--- config.mk ---
export PLATFORM = sky130hd
export DESIGN_NAME = restoring_divider_ctrl
export DESIGN_NICKNAME = d
export VERILOG_FILES = /design/src/rtl/restoring_divider_ctrl.sv
export SDC_FILE = /design/constraint.sdc
export NUM_CORES = 1
export LEC_CHECK = 0
export CORE_MARGIN = 5
export CORE_UTILIZATION = 60
export CTS_BUF_LIST = sky130_fd_sc_hd__clkbuf_2 sky130_fd_sc_hd__clkbuf_4 sky130_fd_sc_hd__clkbuf_8
export CTS_CLUSTER_SIZE = 20
export DETAILED_ROUTE_END_ITERATION = 16
export MAX_ROUTING_LAYER = met4
export PLACE_DENSITY = 0.91
export REMOVE_ABC_BUFFERS = 1
export SLEW_MARGIN = 20
export SYNTH_ARGS = -nofsm -noshare
export SYNTH_HDL_FRONTEND = slang
export SYNTH_HIERARCHICAL = 1
export SYNTH_SLANG_ARGS = --single-unit
--- constraint.sdc ---
create_clock -name clk -period 4.8 [get_ports clk]
set_input_delay 0.48 -clock clk [delete_from_list [all_inputs] [get_ports clk]]
set_output_delay 0.48 -clock clk [all_outputs]
set_load 0.05 [all_outputs]
--- src/rtl/restoring_divider_ctrl.sv ---
// Sequential unsigned restoring divider: one trial subtraction per cycle on a
// shared add/sub instance, start/busy/done handshake, registered results.

module full_adder_subtrator #(
   parameter int WIDTH = 8
) (
   input  logic [WIDTH-1:0] a,
   input  logic [WIDTH-1:0] b,
   input  logic             cin,
   output logic [WIDTH-1:0] s,
   output logic             cout
);

   logic [WIDTH:0] sum_s;

   // cin=1 inverts b and adds one, so cout=1 means no borrow (a >= b)
   assign sum_s = {1'b0, a} + {1'b0, b ^ {WIDTH{cin}}} + {{WIDTH{1'b0}}, cin};
   assign s     = sum_s[WIDTH-1:0];
   assign cout  = sum_s[WIDTH];

endmodule

module restoring_divider_ctrl #(
   parameter int WIDTH = 8
) (
   input  logic             clk,
   input  logic             rst_n,
   input  logic             start,
   input  logic [WIDTH-1:0] dividend,
   input  logic [WIDTH-1:0] divisor,
   output logic             busy,
   output logic             done,
   output logic             div0,
   output logic [WIDTH-1:0] quotient,
   output logic [WIDTH-1:0] remainder
);

   typedef enum logic [1:0] {
      IDLE = 2'd0,
      RUN  = 2'd1,
      DONE = 2'd2
   } state_t;

   localparam logic [WIDTH-1:0] ZERO     = {WIDTH{1'b0}};
   localparam logic [WIDTH-1:0] ALL_ONES = {WIDTH{1'b1}};
   localparam logic [2:0]       CNT_LAST = 3'd7;

   state_t           state_r, state_nxt;
   logic [WIDTH-1:0] q_r, r_r, d_r;
   logic [2:0]       cnt_r;
   logic             busy_r, done_r, div0_r;
   logic [WIDTH-1:0] quot_r, rem_r;

   logic [WIDTH-1:0] q_nxt, r_nxt, d_nxt, quot_nxt, rem_nxt;
   logic [2:0]       cnt_nxt;
   logic             busy_nxt, done_nxt, div0_nxt;

   logic             hi_s, cout_s, accept_s, take_s, last_s;
   logic [WIDTH-1:0] rs_s, diff_s, q_step_s, r_step_s;

   // A bit shifted out of R means the partial remainder exceeds any divisor
   assign hi_s     = r_r[WIDTH-1];
   assign rs_s     = {r_r[WIDTH-2:0], q_r[WIDTH-1]};
   assign accept_s = hi_s | cout_s;
   assign q_step_s = {q_r[WIDTH-2:0], accept_s};
   assign r_step_s = accept_s ? diff_s : rs_s;
   assign last_s   = (cnt_r == CNT_LAST);
   // DONE with busy still high is the one-cycle divide-by-zero completion step
   assign take_s   = start & ~busy_r & ((state_r == IDLE) | (state_r == DONE));

   full_adder_subtrator #(.WIDTH(WIDTH)) u_addsub (
      .a    (rs_s),
      .b    (d_r),
      .cin  (1'b1),
      .s    (diff_s),
      .cout (cout_s)
   );

   // State register
   always_ff @(posedge clk or negedge rst_n) begin
      if (!rst_n) begin
         state_r <= IDLE;
      end else begin
         state_r <= state_nxt;
      end
   end

   // Next-state decode
   always_comb begin
      state_nxt = state_r;
      case (state_r)
         IDLE: begin
            if (take_s) begin
               state_nxt = (divisor == ZERO) ? DONE : RUN;
            end else begin
               state_nxt = IDLE;
            end
         end
         RUN: begin
            if (last_s) begin
               state_nxt = DONE;
            end else begin
               state_nxt = RUN;
            end
         end
         DONE: begin
            if (busy_r) begin
               state_nxt = DONE;
            end else if (take_s) begin
               state_nxt = (divisor == ZERO) ? RUN : RUN;
               if (divisor == ZERO) begin
                  state_nxt = DONE;
               end else begin
                  state_nxt = RUN;
               end
            end else begin
               state_nxt = IDLE;
            end
         end
         default: state_nxt = IDLE;
      endcase
   end

   // Output and working-register next values
   always_comb begin
      q_nxt    = q_r;
      r_nxt    = r_r;
      d_nxt    = d_r;
      cnt_nxt  = cnt_r;
      busy_nxt = busy_r;
      done_nxt = 1'b0;
      div0_nxt = div0_r;
      quot_nxt = quot_r;
      rem_nxt  = rem_r;
      if (take_s) begin
         q_nxt    = dividend;
         d_nxt    = divisor;
         r_nxt    = ZERO;
         cnt_nxt  = 3'd0;
         busy_nxt = 1'b1;
      end else if (state_r == RUN) begin
         q_nxt   = q_step_s;
         r_nxt   = r_step_s;
         cnt_nxt = cnt_r + 3'd1;
         if (last_s) begin
            quot_nxt = q_step_s;
            rem_nxt  = r_step_s;
            div0_nxt = 1'b0;
            done_nxt = 1'b1;
            busy_nxt = 1'b0;
         end else begin
            done_nxt = 1'b0;
         end
      end else if ((state_r == DONE) && busy_r) begin
         quot_nxt = ALL_ONES;
         rem_nxt  = q_r;
         div0_nxt = 1'b1;
         done_nxt = 1'b1;
         busy_nxt = 1'b0;
      end else begin
         done_nxt = 1'b0;
      end
   end

   // Working and result registers
   always_ff @(posedge clk or negedge rst_n) begin
      if (!rst_n) begin
         q_r    <= ZERO;
         r_r    <= ZERO;
         d_r    <= ZERO;
         cnt_r  <= 3'd0;
         busy_r <= 1'b0;
         done_r <= 1'b0;
         div0_r <= 1'b0;
         quot_r <= ZERO;
         rem_r  <= ZERO;
      end else begin
         q_r    <= q_nxt;
         r_r    <= r_nxt;
         d_r    <= d_nxt;
         cnt_r  <= cnt_nxt;
         busy_r <= busy_nxt;
         done_r <= done_nxt;
         div0_r <= div0_nxt;
         quot_r <= quot_nxt;
         rem_r  <= rem_nxt;
      end
   end

   assign busy      = busy_r;
   assign done      = done_r;
   assign div0      = div0_r;
   assign quotient  = quot_r;
   assign remainder = rem_r;

endmodule
Word-level counts from Yosys, hierarchy flattened
Cells that the tools add are included.
{"block": "word_totals", "reg_bits": 48, "inputBits": 19, "wordCells": 61}
{"block": "classes", "addsub": 3, "eq_ne": 5, "n_mux": 28, "bitwise_logic": 7, "reduce_logical": 8}
{"operator": "$mux 8", "count": 11}
{"operator": "$mux 1", "count": 10}
{"operator": "$add 8x8->9", "count": 1}
{"operator": "$add 9x1->9 const B", "count": 1}
{"operator": "$logic_not 8->1", "count": 1}
{"operator": "$mux 2", "count": 4}
{"operator": "$not 8->8", "count": 1}
{"operator": "$mux 3", "count": 2}
{"operator": "$pmux 2 s3", "count": 1}
{"operator": "$reduce_bool 2->1", "count": 2}
{"operator": "$add 3x1->3 const B", "count": 1}
{"operator": "$eq 3x3->1 const B", "count": 1}
{"operator": "$ne 3x3->1 const B", "count": 1}
{"operator": "$reduce_and 3->1", "count": 1}
{"operator": "$reduce_bool 3->1", "count": 1}
{"operator": "$and 1x1->1", "count": 2}
{"operator": "$eq 2x1->1 const B", "count": 1}
{"operator": "$eq 2x2->1 const B", "count": 1}
{"operator": "$logic_not 2->1", "count": 1}
{"operator": "$ne 2x2->1 const B", "count": 1}
{"operator": "$not 1->1", "count": 2}
{"operator": "$or 1x1->1", "count": 2}
{"operator": "$reduce_and 2->1", "count": 1}
{"operator": "$logic_and 1x1->1", "count": 1}

Depth between registers and ports, before layout
{"block": "logic_depth", "word_depth": 7, "mapped_depth": 12, "ltp_nobuf": 10}

By module
The synthesis kept the hierarchy.
{"module": "restoring_divider_ctrl", "instances": 1, "cells_each": 206, "area_each_um2": 2234.6}
{"module": "full_adder_subtrator", "instances": 1, "cells_each": 48, "area_each_um2": 397.9}

Least setup slack after synthesis
OpenSTA, ideal clock, no wires.
{"block": "synth_timing", "path_kind": "reg-to-reg", "startpoint": "register d_r[0]", "endpoint": "register rem_r[6], in the netlist remainder[6]", "setup_ns": 0.092, "t_arrival_ns": 2.438, "setup_slack_ns": 2.271, "path_stages_with_launch": 11, "period_less_slack_ns": 2.529, "cell_sequence": "dfrtp_1 -> mux2i_2 -> fa_1 -> nor2b_1 -> o31a_1 -> o31a_1 -> o22a_1 -> buf_2 -> nor2_1 -> a211oi_1 -> o31ai_2"}
{"block": "synth_between", "elab_chain_cells": 7}
{"element": "start: declaration", "line_no": "49", "rtl": "logic [WIDTH-1:0] q_r, r_r, d_r;"}
{"element": "start signal: assignment", "line_no": "180", "rtl": "d_r <= d_nxt;"}
{"element": "$not 8->8 (no source line)"}
{"element": "$add 8x8->9", "line_no": "17", "rtl": "assign sum_s = {1'b0, a} + {1'b0, b ^ {WIDTH{cin}}} + {{WIDTH{1'b0}}, cin};"}
{"element": "$add 9x1->9", "line_no": "17"}
{"element": "net cout_s", "line_no": "58", "rtl": "logic hi_s, cout_s, accept_s, take_s, last_s;"}
{"element": "$or 1x1->1", "line_no": "64", "rtl": "assign accept_s = hi_s | cout_s;"}
{"element": "$mux 8", "line_no": "66", "rtl": "assign r_step_s = accept_s ? diff_s : rs_s;"}
{"element": "$mux 8", "line_no": "145", "rtl": "if (last_s) begin"}
{"element": "$mux 8", "line_no": "141", "rtl": "end else if (state_r == RUN) begin"}
{"element": "end signal: assignment", "line_no": "186", "rtl": "rem_r <= rem_nxt;"}
{"element": "end: declaration", "line_no": "52", "rtl": "logic [WIDTH-1:0] quot_r, rem_r;"}
The timed path passes the listed nets, and every way through them passes these cells. The select of a mux whose other input is x is not followed.
A chain may end at the register's enable or synchronous reset.

Worst setup path in the final report
{"block": "layout_timing", "startpoint": "register d_r[0]", "endpoint": "register rem_r[0], in the netlist remainder[0]"}
The elaborated chain is that of the path after synthesis.

==> results.toml <==
[cells_and_area]
drive_gt1_frac = 0.0986
nets = 312
final_util = 0.714
synthToLayoutAreaGrowth_pct = 16.5
antenna_cells = 0
layout_commonest_cell = "dfrtp_1"
fill_cells = 304
final_cell_mix = "dfrtp_1 (48), clkdlybuf4s50_1 (36), o21ai_0 (20), nor2_1 (20), nand2_1 (16)"
layoutNonFillerInstCount = 336

[setup_path]
end_kind = "flop"
path_class = "flop to flop"
worstPathArrival_ps = 3070
required_ps = 5010
cpMostUsedCell = "o31a_1"
crit_buf_inv = 0
critPathTopFamily = "compound AO/OA/AOI/OAI gates"
critPathLaunchType = "flop"
cp_cell_sequence = "mux2i_2 -> fa_1 -> nor2b_1 -> o31a_1 -> o31a_1 -> o22a_1 -> nor2_1 -> a211oi_1 -> o31ai_1"
crit_fanout = 10
cpPeakStageDelay_ps = 440
cpMaxStageDelayCell = "nor2_1"

[logic_synthesis]
synthDistinctLibCells = 42
synthFlopType = "dfrtp_1"
synth_top_area_frac = 0.456
ys_seq_elements = 48
synth_area_per_cell_sq_um = 10.4
syn_inst = 254
synth_area_sq_um = 2630
synthTopCellsByArea = "dfrtp_1 (46%), mux2_4 (4.6%), a211oi_1 (4.3%)"
synth_top_cell_by_area = "dfrtp_1"
yosys_warnings = 6
synth_edf_count = 0
async_reset_ff_frac = 1.00
yosysSeqAreaShare = 0.456

[clock_tree]
hold_buffers = 0
cts_tree = "built"
insertion_delay_ps = 300
htreeDepth = 2
clockRootBuffer = "clkbuf_8"
cts_buffers = 5
post-cts-setup-buffer-count = 0
cts.reportedPaths.clkPinSlew_ps = 90
cts.sinks = 48
clock_path_buffers = 2
cts-resized-gates = 0

[routing]
postRouteAntennaNets = 0
wl_per_cell_um = 15.4
totalWireLength_mm = 5.19
drt-initial-drc-count = 167
drtPass1Iterations = 4
route.detailed.drc = 0
viasPerCell = 5.83
vias = 1958

[floorplan]
rows = 24
die_width_um = 76.2
die_area_sq_um = 5810
die_y_um = 76.2
io_pins = 38
coreArea_sq_um = 4290
start_util = 0.613

[global_route]
grt_busiest_layer = "met2"
use_met3 = 0.0461
overflow = 0
antenna_found_initial = 0
grt_pass1_wl_mm = 8.87
grt_util_all_layers = 0.192
met2_usage = 0.302
met1_usage = 0.241
grt_pass1_vias = 1864
grt_max_degree = 49

[timing]
tightest_slew_ps = 927
rsz0062_at_grt = "false"
fin_setup_tns_ps = 0
hold_viol = 0
fmax_mhz = 349
period_needed_ps = 2860
hold_ws_ps = 176
drv_slew = 0
finClkSkew_ps = 8.58
relSlewSlack = 0.379
finalSetupViolCount = 0
finalCritPeriodShare = 0.596

[placement]
portBuffers = 37
dp_cells = 328
routabilityCongestion = 0.898
dp_hpwl_mm = 3.67

[min_path]
hold_class = "input pin to async pin"

[run]
maxCapViolCount = 0

[run_status]
status = "finished clean"
per-layer routing:
layer / wire length [um] / vias up
li1: - / 957
met1: 2310 / 917
met2: 2430 / 73
met3: 337 / 11
met4: 104 / 0
met5: 0 / -
logic make-up (layout without fill, tap and decap cells):
logic type,after synthesis,count (layout),share of synthesized area
AO/OA/AOI/OAI,74,74,0.189
XOR/XNOR,12,12,0.0399
adder cells (fa/ha/maj),10,10,0.0504
buffers and inverters,30,60,0.0594
flip-flops,48,48,0.456
multiplexers,17,17,0.0813
other,1,1,0.00142
AND/OR/NAND/NOR,62,62,0.122
path summary, 6_finish.rpt:
check / slack (ps) / cells after the start / endpoint / from
worst min-delay path: 180 / 1 / quotient[2] / rst_n
worst max register to register: 1940 / 9 / remainder[0] / d_r[0]
worst max-delay path: 1940 / 9 / remainder[0] / d_r[0]
max in group asynchronous: 4230 / 1 / cnt_r[1] / rst_n
min in group clk: 510 / 2 / remainder[1] / remainder[1]
worst min register to register: 510 / 2 / remainder[1] / remainder[1]
cell usage after synthesis, types with 3 or more instances:
cell and number:
a211oi_1 15, a21oi_1 11, buf_2 5, buf_6 4
clkbuf_1 5, dfrtp_1 48, ha_1 9, inv_1 14
mux2_4 8, mux2i_1 8, nand2_1 16, nand3_1 11
nor2_1 20, o21a_1 9, o21ai_0 20, o31ai_1 7
xnor2_1 3, xor2_1 9
cell type report:
cell class,count,area (sq um),share of cell area
inverters,14,52.6,0.0171
clock buffers,6,82.6,0.0269
multi-input cells,176,1270,0.416
repair buffers,38,375,0.122
flip-flops and latches,48,1200,0.392
well taps,52,65.1,0.0212
clock inverters,2,15.0,0.00490
sequential cells by signal (all words and copies together) (netlist names):
| register | cells |
|---|---|
| d_r | 8 |
| q_r | 8 |
| quotient | 8 |
| r_r | 8 |
| remainder | 8 |
| cnt_r | 3 |
| state_r | 2 |
| busy | 1 |
| div0 | 1 |
| done | 1 |
through the flow:
step,worst slack (ps),area [sq um]
detailed placement,1980,2970
CTS,1950,3060
global route,1730,3070
floorplan,2280,2530
finish,1940,3070
global placement,2060,2970
Power is not shown: default switching activity piles up to over one toggle a cycle in this logic, so the estimate is an artifact.
